[config.mk]
export PLATFORM = sky130hd
export DESIGN_NAME = spi_master_ctrl
export DESIGN_NICKNAME = d
export VERILOG_FILES = /design/src/rtl/spi_master_ctrl.sv
export SDC_FILE = /design/constraint.sdc
export NUM_CORES = 1
export LEC_CHECK = 0
export CELL_PAD_IN_SITES_DETAIL_PLACEMENT = 0
export CELL_PAD_IN_SITES_GLOBAL_PLACEMENT = 2
export CORE_UTILIZATION = 31
export DETAILED_ROUTE_END_ITERATION = 7
export PLACE_DENSITY = 0.8
export SYNTH_ARGS = -nofsm -noshare
export SYNTH_HDL_FRONTEND = slang
export SYNTH_SLANG_ARGS = --single-unit
[constraint.sdc]
create_clock -name clk -period 2.3 [get_ports clk]
set_clock_uncertainty 0.2 [all_clocks]
set_input_delay 0.23 -clock clk [delete_from_list [all_inputs] [get_ports clk]]
set_output_delay 0.23 -clock clk [all_outputs]
set_load 0.01 [all_outputs]
[src/rtl/spi_master_ctrl.sv]
// spi_master_ctrl: SPI mode-0 initiator that streams NUM_BYTES register bytes per transaction,
// with an inter-byte gap so the responder can commit each register.
module spi_master_ctrl #(
    parameter int CLK_DIV   = 4,
    parameter int BYTE_GAP  = 8,
    parameter int NUM_BYTES = 11
) (
    input  logic       clk,
    input  logic       rst,
    input  logic       start,
    input  logic [7:0] txData,
    output logic [6:0] txRegNum,
    input  logic       miso,
    output logic       sclk,
    output logic       mosi,
    output logic       chipSelect,
    output logic [7:0] rxData,
    output logic       rxWrite,
    output logic [6:0] rxRegNum,
    output logic       busy,
    output logic       done
);
    localparam int MAX_PHASE = CLK_DIV > BYTE_GAP ? CLK_DIV : BYTE_GAP;
    localparam int PW = MAX_PHASE > 1 ? $clog2(MAX_PHASE) : 1;
    localparam logic [PW-1:0] DIV_LAST = PW'(CLK_DIV - 1);
    localparam logic [PW-1:0] GAP_LAST = PW'(BYTE_GAP - 1);
    localparam logic [6:0] LAST_IDX = 7'(NUM_BYTES - 1);

    typedef enum logic [2:0] {IDLE, LOW, HIGH, BYTE_DONE, GAP, HOLD} stateT;

    stateT state, nextState;
    logic [PW-1:0] phase, phaseLoad;
    logic phaseEnd, loadByte;
    logic [2:0] bitCnt;
    logic [6:0] byteIdx;
    logic [7:0] shifter;

    // done blocks start for one cycle so a request in the done cycle is ignored
    always_comb begin
        phaseEnd = phase == '0;
        nextState = state;
        unique case (state)
            IDLE:      if (start && !done) nextState = LOW;
            LOW:       if (phaseEnd) nextState = HIGH;
            HIGH:      if (phaseEnd) nextState = bitCnt == 3'd7 ? BYTE_DONE : LOW;
            BYTE_DONE: nextState = byteIdx == LAST_IDX ? HOLD : GAP;
            GAP:       if (phaseEnd) nextState = LOW;
            HOLD:      if (phaseEnd) nextState = IDLE;
            default:   nextState = IDLE;
        endcase
        phaseLoad = nextState == GAP ? GAP_LAST : DIV_LAST;
        loadByte = nextState == LOW && (state == IDLE || state == GAP);
    end

    always_ff @(posedge clk) begin
        if (rst) begin
            state      <= IDLE;
            phase      <= '0;
            bitCnt     <= '0;
            byteIdx    <= '0;
            shifter    <= '0;
            mosi       <= 1'b0;
            sclk       <= 1'b0;
            chipSelect <= 1'b1;
            busy       <= 1'b0;
            done       <= 1'b0;
            rxWrite    <= 1'b0;
            rxData     <= '0;
            rxRegNum   <= '0;
        end else begin
            state      <= nextState;
            phase      <= nextState != state ? phaseLoad : phaseEnd ? phase : phase - 1'b1;
            sclk       <= nextState == HIGH;
            chipSelect <= nextState == IDLE;
            busy       <= nextState != IDLE;
            done       <= state == HOLD && nextState == IDLE;
            rxWrite    <= state == BYTE_DONE;
            // mosi only moves on the falling side so it is stable for a full low phase
            if (loadByte) begin
                shifter <= txData;
                mosi    <= txData[7];
                bitCnt  <= '0;
            end else if (state == LOW && nextState == HIGH) begin
                shifter <= {shifter[6:0], miso};
            end else if (state == HIGH && phaseEnd) begin
                bitCnt <= bitCnt + 1'b1;
                if (nextState == LOW) mosi <= shifter[7];
            end
            if (state == BYTE_DONE) begin
                rxData   <= shifter;
                rxRegNum <= byteIdx;
            end
            if (state == BYTE_DONE && nextState == GAP) byteIdx <= byteIdx + 1'b1;
            else if (nextState == IDLE) byteIdx <= '0;
        end
    end

    assign txRegNum = byteIdx;
endmodule

## Yosys cells after proc, flatten, opt, wreduce, memory -nomap -nowiden

Index checks and enable logic that the tools add are counted.

- Bits in registers: 45
- Output and inout bits: 28
- Input bits: 12

- Bitwise operators: 1
- Reductions and logical operators: 19
- Add/subtract/negate cells: 3
- Muxes and demuxes: 19
- Eq/ne operators: 13

Operators by type and width:

| operator | count |
|---|---|
| two-way mux 3 bit | 8 |
| case mux 3 bit (6 select lines) | 1 |
| two-way mux 8 bit | 2 |
| two-way mux 7 bit | 2 |
| == test 3 bit, second input constant | 4 |
| == test 3 x 2 -> 1 bit, second input constant | 3 |
| logical NOT 3 bit | 3 |
| nonzero test 2 bit | 4 |
| adder 7 x 1 -> 7 bit, second input constant | 1 |
| == test 7 x 4 -> 1 bit, second input constant | 1 |
| == test 3 x 1 -> 1 bit, second input constant | 2 |
| logical AND 1 bit | 6 |
| two-way mux 1 bit | 5 |
| adder 3 x 1 -> 3 bit, second input constant | 1 |
| != test 3 bit | 1 |
| AND reduction 3 bit | 1 |
| nonzero test 3 bit | 1 |
| subtractor 3 x 1 -> 3 bit, second input constant | 1 |
| two-way mux 2 bit | 1 |
| != test 2 x 1 -> 1 bit, second input constant | 1 |
| != test 2 bit, second input constant | 1 |
| AND reduction 2 bit | 1 |
| OR reduction 2 bit | 1 |
| logical NOT 1 bit | 1 |
| other kinds (2) | 2 |

## Depth between registers and ports, before layout

- Word-level depth: 9
- Depth in mapped cells: 9
- Depth with buffers taken out: 7

## Least setup slack after synthesis

No wires, ideal clock.

- Path type: register -> register
- From: reg byteIdx[0], in the netlist txRegNum[0]
- To: reg mosi
- Data arrival time: 1.700 ns
- Stages on the path, launching flop included: 9
- Period minus slack after synthesis: 1.960 ns
- Path buffers: 1
- Path slack: 0.340 ns
- Library setup time: 0.060 ns
- Cells stage by stage: dfxtp_1 inv_1 ha_1 and3b_1 a211o_1 o211ai_2 and2_4 buf_6 o221a_1

- Cells in the longest elaborated chain, start to end: 7
- Elaborated cells between the ends (all ways): 12
- Classes of those cells: 4 x eq/ne; 3 x mux; 5 x reduce/logical

Ends and longest elaborated chain:

| item | RTL line | source |
|---|---|---|
| start: declaration | 35 | `logic [6:0] byteIdx;` |
| start signal: assignment | 93 | `if (state == BYTE_DONE && nextState == GAP) byteIdx <= byteIdx + 1'b1;` |
| == test 7 x 4 -> 1 bit (*) | 46 | `BYTE_DONE: nextState = byteIdx == LAST_IDX ? HOLD : GAP;` |
| two-way mux 1 bit (*) | 46 |  |
| case mux 3 bit (6 select lines) (*) | 42 | `unique case (state)` |
| == test 3 x 1 -> 1 bit / == test 3 x 2 -> 1 bit (equally long branches) | 52, 87, 83 |  |
| logical AND 1 bit (on tied branches) | 52, 83 |  |
| != test 2 bit (no source line) / nonzero test 2 bit (equally long branches) | n/a |  |
| AND reduction 3 bit (no source line) | n/a |  |
| end signal: assignment | 81 | `mosi <= txData[7];` |
| end signal: assignment | 87 | `if (nextState == LOW) mosi <= shifter[7];` |
| end: declaration | 15 | `output logic mosi,` |

Every way passes the cells marked *; elsewhere a longest branch is shown, timed or not.
A chain may end at the register's enable or synchronous reset.

## Worst setup path after layout

- From: reg phase[0]
- To: reg byteIdx[3], in the netlist txRegNum[3]

- Cells in the longest elaborated chain, start to end: 6
- Elaborated cells between the ends (all ways): 11
- Classes of those cells: 1 x eq/ne; 6 x mux; 4 x reduce/logical

Ends and longest elaborated chain:

| item | RTL line | source |
|---|---|---|
| start: declaration | 32 | `logic [PW-1:0] phase, phaseLoad;` |
| start signal: assignment | 72 | `phase <= nextState != state ? phaseLoad : phaseEnd ? phase : phase - 1'b1;` |
| logical NOT 3 bit (*) | 40 | `phaseEnd = phase == '0;` |
| two-way mux 3 bit (on tied branches) | n/a |  |
| case mux 3 bit (6 select lines) (*) | 42 |  |
| == test 3 bit | 93 |  |
| logical AND 1 bit | 93 |  |
| two-way mux 7 bit / nonzero test 2 bit (equally long branches) | n/a |  |

Marked as above.

==> impl_metrics.env <==
export IMPL_status="complete, no violations"
export IMPL_final_area_um2=2790
export IMPL_end_kind="flip-flop"
export IMPL_cts_tree="done"
export IMPL_drt_pre_antenna_iters=4
export IMPL_crit_arrival_ns=2.08
export IMPL_core_um2=6490
export IMPL_r2r_start="phase[0]$_SDFFE_PP0P_"
export IMPL_clk_latency_ns=0.30
export IMPL_period_minus_slack_ns=2.07
export IMPL_place_congestion=0.815
export IMPL_ios=40
export IMPL_crit_family="compound AO/OA/AOI/OAI gates"
export IMPL_final_common_cell="dfxtp_1"
export IMPL_synth_edf_count=0
export IMPL_dp_hpwl_um=3730
export IMPL_cts_max_level=2
export IMPL_grt_overflow_total=0
export IMPL_drc=0
export IMPL_fmax_ghz=0.484
export IMPL_antenna_found_initial=0
export IMPL_hold_viol_final=0
export IMPL_worstPathRequired_ns=2.32
export IMPL_grt_setup_unrepaired="false"
export IMPL_cts_resized=0
export IMPL_max_slew_margin_pct=71.1
export IMPL_start_util_pct=33.0
export IMPL_ys_ff_latch=45
export IMPL_rrSetupSlack_ns=0.23
export IMPL_nets=313
export IMPL_dpl_instance_area_um2=2670
export IMPL_syn_area_um2=2140
export IMPL_tightest_slew_ns=0.433
export IMPL_antennaDiodeCount=0
export IMPL_leakage_nw=1.10
export IMPL_synth_cells=247
export IMPL_via_per_inst=4.92
export IMPL_wl_per_cell_um=13.8
export IMPL_cp_slowest_cell="dfxtp_1"
export IMPL_min_from="rxRegNum[2]$_SDFFE_PP0P_"
export IMPL_io_buffers=39
export IMPL_min_path_cells=2
export IMPL_fillers=663
export IMPL_grt_pass1_vias=1741
export IMPL_setup_ws_ns=0.232
export IMPL_slowest_delay_ns=0.35
export IMPL_grt_usage_pct=14.8
export IMPL_timing_critical_path_buf_inv=1
export IMPL_drive_gt1_share_pct=11.8
export IMPL_synth_async_reset_ratio_pct=0
export IMPL_vdd_drop_max_mv=0.398
export IMPL_post_route_period_util_pct=89.9
export IMPL_setup_viol=0
export IMPL_drt_iter0_drc=77
export IMPL_ctsHoldBuffers=0
export IMPL_synthFlopType="dfxtp_1"
export IMPL_syn_mean_instance_area_um2=8.68
export IMPL_synth_cell_types=51
export IMPL_postCtsSetupRepairBufs=0
export IMPL_clkTransAtPathRegs_ns=0.09
export IMPL_worstHoldEndpoint="rxRegNum[2]$_SDFFE_PP0P_"
export IMPL_die_area_um2=7250
export IMPL_grt_max_degree=37
export IMPL_fp_row_count=29
export IMPL_cts_made_buffers=5
export IMPL_syn_nets=265
export IMPL_maxSlewViolCount=0
export IMPL_worst_setup_path_start_kind="flip-flop"
export IMPL_power_density_nw_per_um2=903
export IMPL_r2r_cells=7
export IMPL_crit_path_cell_trace="inv_1, ha_1, nand2b_1, nand3_4, a21bo_1, o21a_1, a311oi_2"
export IMPL_hold_path_class="flip-flop to flip-flop"
export IMPL_clock_sinks=45
export IMPL_clockBufferDepth=2
export IMPL_ant_nets=0
export IMPL_critical_path_class="flip-flop to flip-flop"
export IMPL_vias=1836
export IMPL_tns_ns=0
export IMPL_totalWireLength_um=5130
export IMPL_cp_max_fo=8
export IMPL_area_growth_pct=29.9
export IMPL_final_cell_mix="dfxtp_1, nand2_1, clkdlybuf4s50_1, a21oi_1, nor2_1"
export IMPL_die_h_um=85.2
export IMPL_cts_root_buf="clkbuf_8"
export IMPL_die_width_um=85.2
export IMPL_yosysWarnings=0
export IMPL_cap_violations=0
export IMPL_preCtsSetupSlack_ns=0.249
export IMPL_yosysSeqAreaShare_pct=42.0
export IMPL_timing_rr_end="txRegNum[3]$_SDFFE_PP0P_"
export IMPL_grt_pass1_wl_um=8420
cell families after synthesis:
group,count (synthesis),share of synthesized area (%)
and+or+nand+nor,96,21.9
xor gates and xnor gates,2,0.817
buffers and inverters,23,5.19
adders and majority gates,6,3.50
muxes,13,6.07
DFF,45,42.0
AOI/OAI and AO/OA,62,20.5
cells in the mapped netlist, drive strengths merged, types with 3 or more instances:
library cell   n  area, um2
o21ai          5       36.3
clkbuf         6       22.5
mux2i         13        130
nand3          6       47.6
dfxtp         45        901
o21a           3       22.5
nor3           6       30.0
and2           3       21.3
buf            8       55.1
a211oi         8       60.1
inv            8       30.0
a31oi          4       25.0
ha             6       75.1
nor2          24       90.1
nand2         43        161
a21oi         24        120
tightest hold or removal path, delay by kind of cell (launching register included):
| kind | cells | cell delay (ns) |
|---|---|---|
| flops | 1 | 0.32 |
| simple gates | 1 | 0.05 |
| compound gates | 1 | 0.05 |
registers in the layout, summed over array words and instances (netlist names), 3 cells and up:
signal,cells
rxData,8
txRegNum,7
shifter,8
rxRegNum,7
bitCnt,3
phase,3
state,3
area by class of cell:
type                       count  area [um2]  share of cell area, %
multi-input combinational    179        1130                   40.7
clock buffer                   6        72.6                   2.61
timing repair buffer          55         510                   18.3
sequential                    45         901                   32.3
clock inverter                 2        38.8                   1.39
inverter                       9        33.8                   1.21
tap                           77        96.3                   3.46
layer usage:
layer  up-vias  global-route usage, %  part of all wire, %
met5         -                      0                    0
met4         0                   6.01                  1.5
met3         5                   2.14                  3.3
met2        43                   24.0                   45
met1       829                   19.9                   50
li1        959                      -                    -
through the flow:
step                      utilization [%]  total power, W  instances  hold slack (ns)
after detailed placement             41.2         0.00192        365            0.246
after global placement               41.2         0.00194        365            0.241
final                                42.9         0.00252        373            0.256
after global routing                 42.9         0.00267        373            0.280
after floorplan                         -         0.00167        247            0.213
after CTS                            42.9         0.00254        373            0.259
power breakdown:
group,total [W],internal [W],switching (W)
clock network,0.000605,0.000326,0.000279
registers,0.000977,0.000884,0.0000925
logic,0.000934,0.000427,0.000507
total,0.00252,0.00164,0.000879
worst max path at each step:
stage,endpoint,slack (ns),start,cells past startpoint
final,txRegNum[3]$_SDFFE_PP0P_,0.23,phase[0]$_SDFFE_PP0P_,7
after global routing,txRegNum[3]$_SDFFE_PP0P_,0.09,phase[0]$_SDFFE_PP0P_,7
after CTS,shifter[4]$_SDFFE_PP0P_,0.22,phase[0]$_SDFFE_PP0P_,8
after detailed placement,txRegNum[3]$_SDFFE_PP0P_,0.25,phase[0]$_SDFFE_PP0P_,7
after global placement,shifter[4]$_SDFFE_PP0P_,0.28,phase[0]$_SDFFE_PP0P_,8
after floorplan,mosi$_SDFFE_PP0P_,0.34,txRegNum[0]$_SDFFE_PP0P_,8
No activity file was read; power rests on OpenSTA's default activity.
